[config.mk]
export PLATFORM = sky130hd
export DESIGN_NAME = cpu_ifetch_prefetch_flat
export DESIGN_NICKNAME = d
export VERILOG_FILES = /design/src/rtl/cpu_ifetch_prefetch_if.sv /design/src/rtl/cpu_ifetch_prefetch.sv /design/src/flat_wrapper.sv
export SDC_FILE = /design/constraint.sdc
export NUM_CORES = 1
export LEC_CHECK = 0
export ABC_AREA = 1
export ABC_CLOCK_PERIOD_IN_PS = 5160
export CAP_MARGIN = 20
export CELL_PAD_IN_SITES_DETAIL_PLACEMENT = 1
export CELL_PAD_IN_SITES_GLOBAL_PLACEMENT = 2
export CORE_UTILIZATION = 30
export DETAILED_ROUTE_END_ITERATION = 12
export MAX_ROUTING_LAYER = met4
export PLACE_DENSITY_LB_ADDON = 0.1
export SETUP_SLACK_MARGIN = 0.1
export SYNTH_ARGS = -nofsm -noshare
export SYNTH_HDL_FRONTEND = slang
export SYNTH_SLANG_ARGS = --single-unit
[constraint.sdc]
create_clock -name i_clock -period 5.16 [get_ports i_clock]
set_clock_uncertainty 0.05 [all_clocks]
set_input_delay 0.516 -clock i_clock [delete_from_list [all_inputs] [get_ports i_clock]]
set_output_delay 0.516 -clock i_clock [all_outputs]
set_load 0.005 [all_outputs]
[src/rtl/cpu_ifetch_prefetch_if.sv]
// Cache-miss and instruction-bus signals of the sequential prefetcher.
// The slave view is the prefetcher; the master view is the cache plus bus environment.
interface cpu_ifetch_prefetch_if;
  logic        i_request;
  logic        o_ready;
  logic [31:0] i_address;
  logic [31:0] o_rdata;
  logic        o_bus_request;
  logic        i_bus_ready;
  logic [31:0] o_bus_address;
  logic [31:0] i_bus_rdata;

  modport slave (
    input  i_request, i_address, i_bus_ready, i_bus_rdata,
    output o_ready, o_rdata, o_bus_request, o_bus_address
  );

  modport master (
    output i_request, i_address, i_bus_ready, i_bus_rdata,
    input  o_ready, o_rdata, o_bus_request, o_bus_address
  );
endinterface

[src/rtl/cpu_ifetch_prefetch.sv]
// Single-word sequential instruction prefetcher: serves I-cache misses from a one-entry
// buffer or a demand bus read, then speculatively fetches the next sequential word.
module cpu_ifetch_prefetch #(
  parameter logic [31:0] STRIDE      = 32'd4,
  parameter bit          SPEC_ENABLE = 1'b1
) (
  input  logic                  i_clock,
  input  logic                  i_reset_n,
  input  logic                  i_flush,
  cpu_ifetch_prefetch_if.slave  pf_if,
  output logic [31:0]           o_buf_hit_count,
  output logic [31:0]           o_buf_miss_count
);

  typedef enum logic [1:0] {
    IDLE   = 2'd0,
    DEMAND = 2'd1,
    DONE   = 2'd2,
    SPEC   = 2'd3
  } state_e;

  state_e      state_q, state_d;
  logic        ready_q, ready_d;
  logic [31:0] rdata_q, rdata_d;
  logic        bus_req_q, bus_req_d;
  logic [31:0] bus_addr_q, bus_addr_d;
  logic [31:0] buf_addr_q, buf_addr_d;
  logic [31:0] buf_data_q, buf_data_d;
  logic        buf_valid_q, buf_valid_d;
  logic [31:0] spec_addr_q, spec_addr_d;
  logic        spec_pending_q, spec_pending_d;
  logic        spec_discard_q, spec_discard_d;
  logic [31:0] served_addr_q, served_addr_d;
  logic [31:0] hit_cnt_q, hit_cnt_d;
  logic [31:0] miss_cnt_q, miss_cnt_d;

  logic buf_hit_s;
  logic demand_go_s;
  logic spec_go_s;

  // A flushed buffer never hits; no bus read is launched while the bus still shows ready.
  assign buf_hit_s   = pf_if.i_request & buf_valid_q & (buf_addr_q == pf_if.i_address) & ~i_flush;
  assign demand_go_s = pf_if.i_request & ~buf_hit_s & ~pf_if.i_bus_ready;
  assign spec_go_s   = ~pf_if.i_request & spec_pending_q & SPEC_ENABLE & ~pf_if.i_bus_ready & ~i_flush;

  // State register.
  always_ff @(posedge i_clock or negedge i_reset_n) begin
    if (!i_reset_n) begin
      state_q <= IDLE;
    end else begin
      state_q <= state_d;
    end
  end

  // Next-state logic.
  always_comb begin
    state_d = state_q;
    case (state_q)
      IDLE: begin
        if (buf_hit_s)        state_d = DONE;
        else if (demand_go_s) state_d = DEMAND;
        else if (spec_go_s)   state_d = SPEC;
        else                  state_d = IDLE;
      end
      DEMAND:  state_d = pf_if.i_bus_ready ? DONE : DEMAND;
      DONE:    state_d = pf_if.i_request ? DONE : IDLE;
      SPEC:    state_d = pf_if.i_bus_ready ? IDLE : SPEC;
      default: state_d = IDLE;
    endcase
  end

  // Output and datapath next-state logic.
  always_comb begin
    ready_d        = ready_q;
    rdata_d        = rdata_q;
    bus_req_d      = bus_req_q;
    bus_addr_d     = bus_addr_q;
    buf_addr_d     = buf_addr_q;
    buf_data_d     = buf_data_q;
    buf_valid_d    = buf_valid_q;
    spec_addr_d    = spec_addr_q;
    spec_pending_d = spec_pending_q;
    spec_discard_d = spec_discard_q;
    served_addr_d  = served_addr_q;
    hit_cnt_d      = hit_cnt_q;
    miss_cnt_d     = miss_cnt_q;
    case (state_q)
      IDLE: begin
        if (buf_hit_s) begin
          rdata_d       = buf_data_q;
          ready_d       = 1'b1;
          hit_cnt_d     = hit_cnt_q + 32'd1;
          buf_valid_d   = 1'b0;
          served_addr_d = pf_if.i_address;
        end else if (demand_go_s) begin
          miss_cnt_d     = miss_cnt_q + 32'd1;
          bus_addr_d     = pf_if.i_address;
          bus_req_d      = 1'b1;
          served_addr_d  = pf_if.i_address;
          spec_pending_d = 1'b0;
        end else if (spec_go_s) begin
          bus_addr_d     = spec_addr_q;
          bus_req_d      = 1'b1;
          spec_discard_d = 1'b0;
        end else begin
        end
      end
      DEMAND: begin
        if (pf_if.i_bus_ready) begin
          rdata_d   = pf_if.i_bus_rdata;
          ready_d   = 1'b1;
          bus_req_d = 1'b0;
        end else begin
        end
      end
      DONE: begin
        if (!pf_if.i_request) begin
          ready_d        = 1'b0;
          spec_addr_d    = served_addr_q + STRIDE;
          spec_pending_d = SPEC_ENABLE;
        end else begin
        end
      end
      SPEC: begin
        if (pf_if.i_bus_ready) begin
          buf_addr_d     = bus_addr_q;
          buf_data_d     = pf_if.i_bus_rdata;
          buf_valid_d    = ~spec_discard_q;
          spec_pending_d = 1'b0;
          bus_req_d      = 1'b0;
        end else begin
        end
      end
      default: begin
        ready_d   = 1'b0;
        bus_req_d = 1'b0;
      end
    endcase
    // Flush wins over any same-cycle buffer load and poisons an in-flight speculative read.
    buf_valid_d    = buf_valid_d & ~i_flush;
    spec_pending_d = spec_pending_d & ~i_flush;
    spec_discard_d = spec_discard_d | (i_flush & (state_q == SPEC));
  end

  // Datapath and output registers.
  always_ff @(posedge i_clock or negedge i_reset_n) begin
    if (!i_reset_n) begin
      ready_q        <= 1'b0;
      rdata_q        <= 32'd0;
      bus_req_q      <= 1'b0;
      bus_addr_q     <= 32'd0;
      buf_addr_q     <= 32'd0;
      buf_data_q     <= 32'd0;
      buf_valid_q    <= 1'b0;
      spec_addr_q    <= 32'd0;
      spec_pending_q <= 1'b0;
      spec_discard_q <= 1'b0;
      served_addr_q  <= 32'd0;
      hit_cnt_q      <= 32'd0;
      miss_cnt_q     <= 32'd0;
    end else begin
      ready_q        <= ready_d;
      rdata_q        <= rdata_d;
      bus_req_q      <= bus_req_d;
      bus_addr_q     <= bus_addr_d;
      buf_addr_q     <= buf_addr_d;
      buf_data_q     <= buf_data_d;
      buf_valid_q    <= buf_valid_d;
      spec_addr_q    <= spec_addr_d;
      spec_pending_q <= spec_pending_d;
      spec_discard_q <= spec_discard_d;
      served_addr_q  <= served_addr_d;
      hit_cnt_q      <= hit_cnt_d;
      miss_cnt_q     <= miss_cnt_d;
    end
  end

  assign pf_if.o_ready       = ready_q;
  assign pf_if.o_rdata       = rdata_q;
  assign pf_if.o_bus_request = bus_req_q;
  assign pf_if.o_bus_address = bus_addr_q;
  assign o_buf_hit_count     = hit_cnt_q;
  assign o_buf_miss_count    = miss_cnt_q;

endmodule

[src/flat_wrapper.sv]
// flat-port wrapper written by rule: the top's interface ports become plain ports
module cpu_ifetch_prefetch_flat 
#(
  parameter logic [31:0] STRIDE      = 32'd4,
  parameter bit          SPEC_ENABLE = 1'b1
)
  (i_clock, i_reset_n, i_flush, o_buf_hit_count, o_buf_miss_count, pf_if_i_request, pf_if_i_address, pf_if_i_bus_ready, pf_if_i_bus_rdata, pf_if_o_ready, pf_if_o_rdata, pf_if_o_bus_request, pf_if_o_bus_address);
  cpu_ifetch_prefetch_if pf_if_i ();
  input  logic i_clock;
  input  logic i_reset_n;
  input  logic i_flush;
  output logic [31:0] o_buf_hit_count;
  output logic [31:0] o_buf_miss_count;
  input wire logic [$bits(pf_if_i.i_request)-1:0] pf_if_i_request;
  input wire logic [$bits(pf_if_i.i_address)-1:0] pf_if_i_address;
  input wire logic [$bits(pf_if_i.i_bus_ready)-1:0] pf_if_i_bus_ready;
  input wire logic [$bits(pf_if_i.i_bus_rdata)-1:0] pf_if_i_bus_rdata;
  output wire logic [$bits(pf_if_i.o_ready)-1:0] pf_if_o_ready;
  output wire logic [$bits(pf_if_i.o_rdata)-1:0] pf_if_o_rdata;
  output wire logic [$bits(pf_if_i.o_bus_request)-1:0] pf_if_o_bus_request;
  output wire logic [$bits(pf_if_i.o_bus_address)-1:0] pf_if_o_bus_address;
  assign pf_if_i.i_request = pf_if_i_request;
  assign pf_if_i.i_address = pf_if_i_address;
  assign pf_if_i.i_bus_ready = pf_if_i_bus_ready;
  assign pf_if_i.i_bus_rdata = pf_if_i_bus_rdata;
  assign pf_if_o_ready = pf_if_i.o_ready;
  assign pf_if_o_rdata = pf_if_i.o_rdata;
  assign pf_if_o_bus_request = pf_if_i.o_bus_request;
  assign pf_if_o_bus_address = pf_if_i.o_bus_address;
  cpu_ifetch_prefetch #(.STRIDE(STRIDE), .SPEC_ENABLE(SPEC_ENABLE)) u_core (.i_clock(i_clock), .i_reset_n(i_reset_n), .i_flush(i_flush), .pf_if(pf_if_i), .o_buf_hit_count(o_buf_hit_count), .o_buf_miss_count(o_buf_miss_count));
endmodule
==> results.md, run 1 <==
- Routing usage on met1: 26.5%
- Die Span X: 211 um
- Max-slew headroom: 46.9%
- Antenna Nets Post-Route: 0
- Clock Path Buffers: 3
- Met2 GRT Util: 31.2%
- Initial antenna violation count: 0
- Nets: 1782
- Crit-path max FO: 64
- Vias/cell: 4.71
- Slew @ Worst Pin: 794 ps
- Total Die Area: 44400 um^2
- FF+latch count, synth: 263
- Core area: 43000 um^2
- Share of layout cells above drive strength 1: 7.95%
- Postcts setup bufs: 0
- Initial Utilization: 30.4%
- CTS tree: done
- PD cells: 502 nW/um^2
- Num CTS Buffers: 35
- Sequential share of power: 41.0%
- Switching Fraction: 34.1%
- Number of synthesized flops with an enable pin: 0
- Setup slack at placement: 1010 ps
- Layout area overhead: 28.1%
- CP Cell Sequence: clkdlybuf4s50_1 -> nand2_1 -> nor2_1 -> nand3_1 -> nor2_1 -> nand2_1 -> nor2_2 -> nand3_4 -> nand2_2 -> nand3_4 -> o21ai_1
- Final Max Tran Viols: 0
- RePlAce Congestion: 0.796
- Slowest stage delay, CP: 590 ps
- Final hold vios: 0
- GRT Max-Usage Layer: met2
- Final Setup Violations: 0
- WL per Instance: 17.9 um
- Yosys Warn Count: 0
- DR iter-0 viols: 548
- DR vias: 10900
- CP arrival: 3870 ps
- Max-Cap Viols: 0
- Vert. Die Dim: 211 um
- CP required: 5540 ps
- Status: complete, no violations
- Worst skew pair latency: 540 ps
- TritonRoute pass-1 iters: 5
- Worst-path clk slew: 60 ps
- Vias in the first global route: 11700
- Setup TNS: 0 ps
- Mean area per synthesized cell: 8.63 um^2
- Logic pwr share: 31.9%
- Crit path time final: 3490 ps
- RSZ-0062 raised after global routing: false
- Number of port buffers: 198
- Internal Power: 5.54 mW
- Final core utilization: 38.9%
- Synth Instances: 1513
- Clock share of power: 27.1%
- Largest net degree at the start of global routing: 122
- Total GRT Usage: 19.7%
- H-tree depth: 2
- Register area share after synthesis: 50.4%
- Peak Freq: 0.286 GHz
- CP Class: input port to flop
- Placed wire-length estimate: 28.6 mm
- Critical path capture point type: flop
- Final setup margin: 1670 ps
- Static Leak: 7.44 nW
- Hold WS: 427 ps
- Asr flop ratio synth: 100%
- Clk sinks: 263
- First-pass GRT wire length: 66.9 mm
- Worst Hold Class: flop to flop
- Final global-route overflow total: 0
- Main synth FF type: dfrtp_1
- CTS Root Cell: clkbuf_16
- Cell variety after synth: 36
- Routed wire length: 41.3 mm
- Startpoint types: input port
- Synthesized area: 13100 um^2
- Max IR drop VDD: 0.242 mV
- Net Switching: 2.86 mW
- Tcrit/Tclk final: 67.7%
- PnR Total Power: 8.41 mW
- Critical-path top delay cell: clkdlybuf4s50_1
- # IOs: 199
- Site Rows: 76
- # diodes: 0
- DRC: 0
- Post-Syn Nets: 1590
- GR Util met3: 3.24%
==> critical path, delay by kind of cell <==
family | cells | cell delay (ps)
compound gates | 1 | 400
buf+inv | 1 | 590
simple gates | 9 | 2290
==> per-layer routing <==
metal	up-vias	part of all wire, %
met1	5415	48
met2	159	47
met5	-	0
li1	5254	-
met3	48	3.4
met4	0	1.6
==> state kept, by name (all words and copies together), names as in the netlist <==
name,cells
u_core.state_q,2
u_core.buf_valid_q,1
u_core.spec_addr_q,32
u_core.o_buf_miss_count,32
u_core.pf_if.o_ready,1
u_core.pf_if.o_bus_request,1
u_core.pf_if.o_bus_address,32
u_core.pf_if.o_rdata,32
u_core.o_buf_hit_count,32
u_core.buf_data_q,32
u_core.served_addr_q,32
u_core.spec_discard_q,1
u_core.spec_pending_q,1
u_core.buf_addr_q,32
==> power groups by stage <==
stage	Combinational [mW]	Sequential (mW)	Clock, mW
after floorplan	1.57	3.34	0
after global placement	2.66	3.46	0
after detailed placement	2.73	3.48	0
after CTS	2.74	3.45	2.37
after global routing	3.05	3.57	2.45
final	2.68	3.44	2.28
==> cells in the mapped netlist (2+ instances only) <==
cell type | number | area, um^2
a31oi_1 | 3 | 18.8
and2_1 | 2 | 12.5
o21ai_0 | 80 | 400
xnor2_1 | 33 | 289
nand2_1 | 502 | 1880
buf_4 | 7 | 52.6
nor3_1 | 42 | 210
nand2_2 | 2 | 12.5
dfrtp_1 | 263 | 6580
nand4_1 | 21 | 131
nor2_1 | 93 | 349
mux2_2 | 61 | 687
nor4_1 | 9 | 56.3
nand3_4 | 2 | 35.0
ha_1 | 8 | 100
buf_1 | 9 | 33.8
inv_2 | 2 | 7.51
mux2i_1 | 31 | 310
xor2_1 | 74 | 648
a21oi_1 | 6 | 30.0
o31ai_1 | 2 | 15.0
o21ai_1 | 42 | 210
clkbuf_1 | 21 | 78.8
buf_2 | 19 | 95.1
nor2_2 | 5 | 31.3
nand3_1 | 71 | 355
inv_1 | 94 | 353
==> cell usage in the layout (no fill, tap or decap), drive strengths merged, types with 8 or more instances in the layout <==
cell and n:
nand2 504, dfrtp 263, clkdlybuf4s50 197, o21ai 122, nor2 99, inv 95
xor2 74, nand3 73, mux2 61, clkbuf 49, nor3 42, xnor2 33
mux2i 31, nand4 21, buf 13, nor4 9, clkinv 9, ha 8
==> per-stage QoR <==
step	instance area (um^2)	instances
detailed placement	15600	2250
global placement	15600	2250
floorplan	13100	1513
global route	16700	2309
CTS	16700	2307
finish	16700	2309
==> cells by family after synthesis <==
| family | count (synthesis) | share of synthesized area (%) |
|---|---|---|
| adders and majority gates | 8 | 0.766 |
| buffers and inverters | 153 | 4.78 |
| DFF | 263 | 50.4 |
| AOI/OAI and AO/OA | 137 | 5.46 |
| muxes | 92 | 7.63 |
| and+or+nand+nor | 753 | 23.8 |
| xor gates and xnor gates | 107 | 7.17 |
==> path summary, 6_finish.rpt <==
kind | endpoint | slack [ps] | start | depth (start not counted)
setup / recovery | u_core.pf_if.o_rdata[25] | 1670 | pf_if_i_request | 11
max in group asynchronous | u_core.pf_if.o_rdata[24] | 3300 | i_reset_n | 3
min in group asynchronous | u_core.o_buf_hit_count[31] | 480 | i_reset_n | 2
hold reg to reg | u_core.spec_addr_q[3] | 430 | u_core.spec_addr_q[3] | 2
hold / removal | u_core.spec_addr_q[3] | 430 | u_core.spec_addr_q[3] | 2
setup reg to reg | u_core.pf_if.o_rdata[25] | 1920 | u_core.buf_valid_q | 10
==> repair_timing <==
item,in CTS,in global routing
hold buffers,1,0
endpoints found under the hold margin,64,0
resized for setup,0,0
==> layout make-up <==
type	count	area (um^2)
tap	585	732
clock inverter	7	38.8
inverter	97	364
sequential	263	6580
multi-input combinational	1097	5880
fill	5004	26200
clock buffer	49	1000
timing repair buffer	211	2130
No activity file was read; power rests on OpenSTA's default activity.
==> inputs of run 2 (changes only) <==
--- a/config.mk
+++ b/config.mk
@@ -6,7 +6,7 @@
 export NUM_CORES = 1
 export LEC_CHECK = 0
 export ABC_AREA = 1
-export ABC_CLOCK_PERIOD_IN_PS = 5160
+export ABC_CLOCK_PERIOD_IN_PS = 2910
 export CAP_MARGIN = 20
 export CELL_PAD_IN_SITES_DETAIL_PLACEMENT = 1
 export CELL_PAD_IN_SITES_GLOBAL_PLACEMENT = 2
==> constraint.sdc (replaced) <==
create_clock -name i_clock -period 2.91 [get_ports i_clock]
set_clock_uncertainty 0.05 [all_clocks]
set_input_delay 0.291 -clock i_clock [delete_from_list [all_inputs] [get_ports i_clock]]
set_output_delay 0.291 -clock i_clock [all_outputs]
set_load 0.005 [all_outputs]
==> results.md, run 2 (synthesis results as in run 1) <==
- Commonest non-fill, non-tap cell in the layout: nand2_1
- Max-Cap Viols: 0 (unchanged)
- Placed wire-length estimate: 29.5 mm (+3.1%)
- Vias/cell: 4.67 (-0.77%)
- CP required: 3230 ps (-2310 ps)
- Total Die Area: 44400 um^2 (unchanged)
- Worst-path clk slew: 60 ps (about the same)
- Antenna Nets Post-Route: 0 (unchanged)
- Final hold vios: 0 (unchanged)
- Most frequent cells in the layout: 500 x nand2_1, 263 x dfrtp_1, 197 x clkdlybuf4s50_1, 94 x inv_1, 93 x nor2_1
- TritonRoute pass-1 iters: 4 (-1)
- # fillers: 5048 (+0.88%)
- Die Span X: 211 um (unchanged)
- R2r worst-path depth: 10 (unchanged)
- Vias in the first global route: 11500 (-1.6%)
- Reg2Reg Launch Point: u_core.buf_addr_q[19]
- Final global-route overflow total: 0 (unchanged)
- Initial Utilization: 30.4% (unchanged)
- Share of layout cells above drive strength 1: 9.25% (+1.3 points)
- Number of port buffers: 198 (unchanged)
- Slew @ Worst Pin: 727 ps (-67.1 ps)
- Worst Hold Class: input port to asynchronous set/reset pin
- Nets: 1805 (+1.3%)
- Peak Freq: 0.391 GHz
- Max-slew headroom: 51.5% (+4.6 points)
- Clock Path Buffers: 3 (unchanged)
- H-tree depth: 2 (unchanged)
- Initial antenna violation count: 0 (unchanged)
- Final core utilization: 39.7% (+0.82 points)
- Core area: 43000 um^2 (unchanged)
- DR iter-0 viols: 404 (-26%)
- Max IR drop VDD: 0.495 mV (+100%)
- Layout area overhead: 30.8%
- Total GRT Usage: 19.4% (-0.32 points)
- CP Class: flop to flop
- Multi-input logic area: 5880 um^2 (unchanged)
- RSZ-0062 raised after global routing: false
- Worst skew pair latency: 530 ps (about the same)
- Post-placement cell count: 2275 (+1.1%)
- # resized after CTS: 0 (unchanged)
- Crit path time final: 2560 ps
- Site Rows: 76 (unchanged)
- CTS Root Cell: clkbuf_16
- Postcts setup bufs: 0 (unchanged)
- Final setup margin: 355 ps (-1310 ps)
- PD cells: 897 nW/um^2 (+79%)
- Startpoint types: flop
- CP arrival: 2880 ps (-990 ps)
- Num CTS Buffers: 35 (unchanged)
- Hold Buf Count CTS: 1 (unchanged)
- # diodes: 0 (unchanged)
- Vert. Die Dim: 211 um (unchanged)
- Final Setup Violations: 0 (unchanged)
- DRC: 0 (unchanged)
- Hold WS: 303 ps (-124 ps)
- Largest net degree at the start of global routing: 74 (-39%)
- Routed wire length: 41.1 mm (-0.60%)
- Critical path capture point type: flop
- Final Max Tran Viols: 0 (unchanged)
- CTS tree: done
- WL per Instance: 17.6 um (-1.7%)
- Crit-path max FO: 44 (-31%)
- Non-filler cells, final: 2336 (+1.2%)
- Worst reg-to-reg setup slack: 350 ps (-1570 ps)
- Setup slack at placement: -103 ps (-1120 ps)
- # IOs: 199 (unchanged)
- RePlAce Congestion: 0.823 (+3.4%)
- Clk sinks: 263 (unchanged)
- Tcrit/Tclk final: 87.8%
- Status: complete, no violations
- DR vias: 10900 (+0.39%)
- First-pass GRT wire length: 65.8 mm (-1.8%)
- Crit Reg-Reg Endpoint: u_core.o_buf_miss_count[7]
- Static Leak: 7.62 nW (+2.4%)
- PnR Total Power: 15.3 mW (+82%)
- FF/Latch Area: 6580 um^2 (unchanged)
==> run 2: area by class of cell <==
cell class                 instances  share of cell area [%]
sequential                       263                    38.5
timing repair buffer             234                    13.9
inverter                          97                    2.13
clock inverter                     4                   0.432
multi-input combinational       1097                    34.4
tap                              585                    4.28
clock buffer                      56                    6.31
==> run 2: routing by layer <==
layer	vias up	routed length (um)	GRT usage [%]
met4	0	926	5.97
li1	5318	-	-
met5	-	0	-
met3	55	1180	2.72
met1	5400	19500	25.7
met2	145	19500	30.7
==> run 2: worst max path at each step <==
stage / from / end / depth (start not counted)
after global placement: pf_if_i_address[19] / u_core.o_buf_miss_count[31] / 11
after global routing: u_core.buf_addr_q[19] / u_core.o_buf_miss_count[31] / 10
after floorplan: u_core.o_buf_hit_count[0] / u_core.o_buf_hit_count[26] / 11
final: u_core.buf_addr_q[19] / u_core.o_buf_miss_count[7] / 10
after detailed placement: pf_if_i_address[19] / u_core.o_buf_miss_count[31] / 11
after CTS: u_core.buf_addr_q[19] / u_core.o_buf_miss_count[7] / 10
==> run 2: critical path: stages (launching register included) <==
cell     delay (ps)
dfrtp_1         380
xnor2_1         160
nand2_1          90
nor2_1          210
nand2_1         130
nor2_1          350
nand3_4         240
nand3_1         200
inv_2           300
nand2_1         160
o21ai_0         100
==> run 2: where the power goes <==
group / switching [mW] / total [mW] / leakage, nW / internal, mW
registers: 1.04 / 6.11 / 3.31 / 5.07
clock network: 1.65 / 4.34 / 0.563 / 2.70
logic: 2.40 / 4.87 / 3.75 / 2.46
total: 5.09 / 15.3 / 7.62 / 10.2
==> run 2: metrics by stage <==
step	TNS (ps)	cell area [um^2]
floorplan	0	13100
global placement	-84.6	15900
detailed placement	-1730	15900
CTS	0	17100
global route	0	17100
finish	0	17100
